$ cat src/rtl/fir_sample_source_pkg.sv
// Shared definitions for the FIR sample source: default sample width and FSM states.
package fir_sample_source_pkg;

    localparam int unsigned FIR_DATA_W = 8;

    typedef enum logic [1:0] {
        IDLE = 2'd0,
        EMIT = 2'd1,
        GAP  = 2'd2
    } src_state_t;

endpackage

$ cat src/rtl/fir_src_mem.sv
// Sample storage for fir_sample_source: register array, gated write, combinational read.
module fir_src_mem
    import fir_sample_source_pkg::*;
#(
    parameter int unsigned DATA_W = FIR_DATA_W,
    parameter int unsigned DEPTH  = 16,
    parameter int unsigned ADDR_W = 4
) (
    input  logic              clk,
    input  logic              wr_en,
    input  logic [ADDR_W-1:0] wr_addr,
    input  logic [DATA_W-1:0] wr_data,
    input  logic [ADDR_W-1:0] rd_addr,
    output logic [DATA_W-1:0] rd_data
);

    logic [DATA_W-1:0] mem [DEPTH];

    always_ff @(posedge clk) begin
        if (wr_en)
            mem[wr_addr] <= wr_data;
    end

    assign rd_data = mem[rd_addr];

endmodule

$ cat src/rtl/fir_sample_source.sv
// Programmable sample transmitter feeding the fir data_in/valid_in strobe interface.
// Define FIR_SRC_LOOP_EN to add the `loop` input for continuous replay.
module fir_sample_source
    import fir_sample_source_pkg::*;
#(
    parameter int unsigned DATA_W = FIR_DATA_W,
    parameter int unsigned DEPTH  = 16,
    parameter int unsigned ADDR_W = 4,
    parameter int unsigned GAP_W  = 8
) (
    input  logic              clk,
    input  logic              rst,
    input  logic              wr_en,
    input  logic [ADDR_W-1:0] wr_addr,
    input  logic [DATA_W-1:0] wr_data,
    input  logic [ADDR_W:0]   len,
    input  logic [GAP_W-1:0]  gap,
    input  logic              start,
    input  logic              abort,
`ifdef FIR_SRC_LOOP_EN
    input  logic              loop,
`endif
    output logic [DATA_W-1:0] data_out,
    output logic              valid_out,
    output logic              busy,
    output logic              done
);

    localparam logic [ADDR_W:0] DEPTH_L = (ADDR_W+1)'(DEPTH);

    src_state_t        state;
    logic [ADDR_W-1:0] idx;
    logic [ADDR_W-1:0] nxt_idx;
    logic [ADDR_W-1:0] rd_addr;
    logic [ADDR_W:0]   len_r;
    logic [ADDR_W:0]   len_clamp;
    logic [GAP_W-1:0]  gap_r;
    logic [GAP_W-1:0]  gap_cnt;
    logic              last;
    logic              loop_req;
    logic              wr_accept;
    logic [DATA_W-1:0] rd_data;
    logic [DATA_W-1:0] rd_fwd;

`ifdef FIR_SRC_LOOP_EN
    assign loop_req = loop;
`else
    assign loop_req = 1'b0;
`endif

    assign wr_accept = wr_en && (state == IDLE);
    assign len_clamp = (len > DEPTH_L) ? DEPTH_L : len;
    assign last      = ({1'b0, idx} == len_r - 1'b1);
    assign nxt_idx   = last ? '0 : idx + 1'b1;
    assign rd_addr   = (state == IDLE) ? '0 : nxt_idx;

    // A write landing in the start cycle must already be visible in the first sample.
    assign rd_fwd = (wr_accept && (wr_addr == rd_addr)) ? wr_data : rd_data;

    fir_src_mem #(
        .DATA_W (DATA_W),
        .DEPTH  (DEPTH),
        .ADDR_W (ADDR_W)
    ) u_mem (
        .clk     (clk),
        .wr_en   (wr_accept),
        .wr_addr (wr_addr),
        .wr_data (wr_data),
        .rd_addr (rd_addr),
        .rd_data (rd_data)
    );

    always_ff @(posedge clk) begin
        if (rst) begin
            state     <= IDLE;
            idx       <= '0;
            len_r     <= '0;
            gap_r     <= '0;
            gap_cnt   <= '0;
            data_out  <= '0;
            valid_out <= 1'b0;
            busy      <= 1'b0;
            done      <= 1'b0;
        end else begin
            valid_out <= 1'b0;
            done      <= 1'b0;
            case (state)
                IDLE: begin
                    if (start && !abort) begin
                        len_r   <= len_clamp;
                        gap_r   <= gap;
                        idx     <= '0;
                        gap_cnt <= '0;
                        if (len_clamp != '0) begin
                            state     <= EMIT;
                            valid_out <= 1'b1;
                            data_out  <= rd_fwd;
                            busy      <= 1'b1;
                        end else begin
                            done <= 1'b1;
                        end
                    end
                end
                EMIT: begin
                    if (abort) begin
                        state <= IDLE;
                        busy  <= 1'b0;
                    end else if (last && !loop_req) begin
                        state <= IDLE;
                        busy  <= 1'b0;
                        done  <= 1'b1;
                    end else if (gap_r == '0) begin
                        idx       <= nxt_idx;
                        valid_out <= 1'b1;
                        data_out  <= rd_fwd;
                    end else begin
                        state   <= GAP;
                        gap_cnt <= gap_r;
                    end
                end
                GAP: begin
                    if (abort) begin
                        state   <= IDLE;
                        busy    <= 1'b0;
                        gap_cnt <= '0;
                    end else if (gap_cnt == GAP_W'(1)) begin
                        state     <= EMIT;
                        idx       <= nxt_idx;
                        gap_cnt   <= '0;
                        valid_out <= 1'b1;
                        data_out  <= rd_fwd;
                    end else begin
                        gap_cnt <= gap_cnt - 1'b1;
                    end
                end
                default: begin
                    state <= IDLE;
                    busy  <= 1'b0;
                end
            endcase
        end
    end

endmodule
$ cat config.mk
export PLATFORM = sky130hd
export DESIGN_NAME = fir_sample_source
export DESIGN_NICKNAME = d
export VERILOG_FILES = /design/src/rtl/fir_sample_source_pkg.sv /design/src/rtl/fir_src_mem.sv /design/src/rtl/fir_sample_source.sv
export SDC_FILE = /design/constraint.sdc
export NUM_CORES = 1
export LEC_CHECK = 0
export CAP_MARGIN = 20
export CORE_UTILIZATION = 62
export CTS_CLUSTER_DIAMETER = 30
export DETAILED_ROUTE_END_ITERATION = 8
export DONT_BUFFER_PORTS = 1
export GPL_TIMING_DRIVEN = 1
export PLACE_DENSITY_LB_ADDON = 0.05
export SYNTH_ARGS = -nofsm -noshare
export SYNTH_HDL_FRONTEND = slang
export SYNTH_HIERARCHICAL = 1
export SYNTH_SLANG_ARGS = --single-unit
$ cat constraint.sdc
create_clock -name clk -period 3.92 [get_ports clk]
set_clock_uncertainty 0.05 [all_clocks]
set_input_delay 0.784 -clock clk [delete_from_list [all_inputs] [get_ports clk]]
set_output_delay 0.784 -clock clk [all_outputs]
set_load 0.01 [all_outputs]
==> run summary <==
worst stage delay on the critical path: 0.60 ns
Setup crit end kind: register
Die W: 110 um
WP buf/inv: 3
Clk Latency, worst-skew pair: 0.43 ns
routability cong.: 0.851
clock tree buffer depth: 2
power density over the cells: 545 mW/mm^2
GR Overflow Total: 0
Final Hold Fails: 0
Cells after DPL: 626
post-synthesis sequential area ratio: 0.641
die area: 0.0120 sq mm
multi-input logic area: 0.00241 sq mm
CTS tree: yes
Fin Hold WS: 0.370 ns
FP Rows: 38
clk slew on worst S/H paths: 0.06 ns
Post-synth EDFFs: 128
Total GRT Usage: 0.278
WP depth: 15
synthesized netlist cell count: 495
slowest CP cell: mux4_1
WL per Instance: 23.2 um
Max Cap Viol: 0
Cell Chain, Critical Path: inv_1 -> ha_1 -> xor2_1 -> o32ai_1 -> o2111ai_1 -> nand2_1 -> nor2_4 -> buf_4 -> buf_4 -> mux4_1 -> a22oi_1 -> nand2_1 -> mux2i_1 -> or4_1 -> o21ai_1
Num CTS Buffers: 17
dpl hpwl: 10200 um
setup TNS: 0 ns
vias in the first global route: 4217
P_leak: 2.69 nW
clk sinks: 166
Peak VDD IR: 0.497 mV
Layout area overhead: 11.6%
root buffer cell: clkbuf_16
syn avg cell area: 14.5 sq um
Starting DRT DRC Count: 401
outcome: finished clean
Core Area: 0.0111 sq mm
combinational fraction of design power: 0.132
Synth cell types: 52
Worst Hold Depth: 1
Initial Util: 0.648
sequential share of power: 0.459
class of the worst hold path: in -> reg
Slew Limit Headroom: 0.392
FF+latch area: 0.00460 sq mm
Worst Setup Start Kind: register
sw frac: 0.234
DP Area: 0.00734 sq mm
Slew @ Worst Pin: 0.908 ns
Final Max Tran Viols: 0
crit-path leading delay family: multiplexers
count of input and output buffers: 0
first-pass GRT wire length: 23000 um
Reg2Reg Depth: 15
endpoints failing setup: 0
Ant. Diodes: 0
Cell Int Power: 0.00334 W
number of antenna-violating nets in the routed design: 0
final period utilization: 0.926
chip height: 110 um
antenna violations before repair: 0
Net Count, Synth: 533
ys async rst share: 0
drt pass-1 iters: 5
CP Max Fanout: 7
routed wire length: 15300 um
drt drc: 0
RSZ-0062 raised after global routing: no
Max Fclk: 276 MHz
proportion of layout cells with a drive suffix above 1: 0.144
Main synth FF type: edfxtp_1
NumNets Final: 548
largest net degree at the start of global routing: 47
worst path required time: 4.16 ns
clock share of power: 0.409
post-route cell area: 0.00801 sq mm
via count: 4264
fin crit period: 3.63 ns
Power, Total: 0.00436 W
Yosys warnings: 6
htree depth: 4
Crit Path Category: reg -> reg
NetSw: 0.00102 W
Synth Cell Area: 0.00718 sq mm
fin cells: 662
Vias per Instance: 6.44
# IOs: 41
Fillers: 684
WP data arrival: 3.87 ns
Seq cells post-synth: 166
[power groups by stage]
| stage | combinational [W] | sequential [W] | clock [W] |
|---|---|---|---|
| floorplan | 0.000441 | 0.00202 | 0 |
| global placement | 0.000536 | 0.00204 | 0 |
| detailed placement | 0.000549 | 0.00204 | 0 |
| CTS | 0.000553 | 0.00200 | 0.00181 |
| global route | 0.000621 | 0.00201 | 0.00187 |
| finish | 0.000577 | 0.00200 | 0.00179 |
[metrics by stage]
step,setup WS [ns],util
after floorplan,0.941,-
after global placement,0.289,0.663
after detailed placement,0.171,0.663
after CTS,0.106,0.720
after global routing,0.00485,0.723
final,0.291,0.723
[cell usage in the layout (no fill, tap or decap), types with 4 or more instances in the layout]
cell       netlist  final
mux4_1          14     14
a21oi_1         30     30
bufinv_16        0      5
inv_1           11     11
nand3_1         12     12
mux2i_1          8      8
ha_1             8      8
dfxtp_1         38     38
or4_1           11     11
mux4_2          18     18
nand2_1         57     57
xor2_1           6      6
nand3b_1         7      7
nor3_1           7      7
buf_4            1     15
or3_1            5      5
clkbuf_16        0     17
a22oi_1         16     16
edfxtp_1       128    128
o21ai_1         10     10
clkinv_2         0      4
nor2_1          26     24
nand2b_1        12     12
o21ai_0          7      7
xnor2_1          6      6
[synth_stat cells, drive strengths merged (10+ instances only)]
master	instances	area, sq um
o21ai	17	85.1
nor2	26	97.6
or4	13	105
nand3	13	77.6
mux4	32	773
a21oi	30	150
dfxtp	38	761
inv	11	41.3
a22oi	16	120
edfxtp	128	3840
clkbuf	10	37.5
nand2	57	214
nand2b	12	75.1
[worst reg2reg max path: stages, from the launching register on]
cell	delay, ns
dfxtp_1	0.38
inv_1	0.06
ha_1	0.24
xor2_1	0.15
o32ai_1	0.13
o2111ai_1	0.40
nand2_1	0.26
nor2_4	0.30
buf_4	0.18
buf_4	0.13
mux4_1	0.61
a22oi_1	0.16
nand2_1	0.07
mux2i_1	0.19
or4_1	0.14
o21ai_1	0.05
[cell families (layout without fill, tap and decap cells)]
| kind of cell | count (synthesis) | after routing | share of synthesized area |
|---|---|---|---|
| flops | 166 | 166 | 0.641 |
| simple gates | 155 | 155 | 0.113 |
| compound gates | 82 | 82 | 0.0741 |
| mux | 40 | 40 | 0.119 |
| buf+inv | 32 | 59 | 0.0246 |
| xor+xnor | 12 | 12 | 0.0146 |
| fa+ha+maj | 8 | 8 | 0.0139 |
[state kept, by name, summed over array words and instances (netlist names)]
register / count
u_mem/mem: 128
valid_out: 1
data_out: 8
gap_cnt: 8
idx: 4
done: 1
state: 2
gap_r: 8
busy: 1
len_r: 5
[path summary, 6_finish.rpt]
check	end	slack, ns	start
setup reg to reg	data_out[3]	0.29	len_r[0]
hold reg to reg	len_r[1]	0.41	len_r[1]
hold / removal	len_r[1]	0.37	rst
setup / recovery	data_out[3]	0.29	len_r[0]
[area by class of cell]
cell class	count	share of cell area
sequential	166	0.575
multi-input combinational	297	0.301
clock buffer	17	0.0531
clock inverter	14	0.0258
tap	140	0.0219
timing repair buffer	17	0.0190
inverter	11	0.00515
[timing repair]
action | 4_1_cts | 5_1_grt
hold buffers | 0 | 0
setup buffers | 0 | 5
resized for setup | 0 | 0
endpoints found under the setup margin | 0 | 7
[routing by layer]
| metal | track usage | wire length (um) | vias up | share of wire |
|---|---|---|---|---|
| met1 | 0.382 | 6690 | 2136 | 0.44 |
| met5 | 0 | 0 | - | 0 |
| met4 | 0.0857 | 235 | 0 | 0.015 |
| li1 | - | - | 1952 | - |
| met2 | 0.433 | 7330 | 158 | 0.48 |
| met3 | 0.0830 | 1080 | 18 | 0.070 |
No activity file was read; power rests on OpenSTA's default activity.
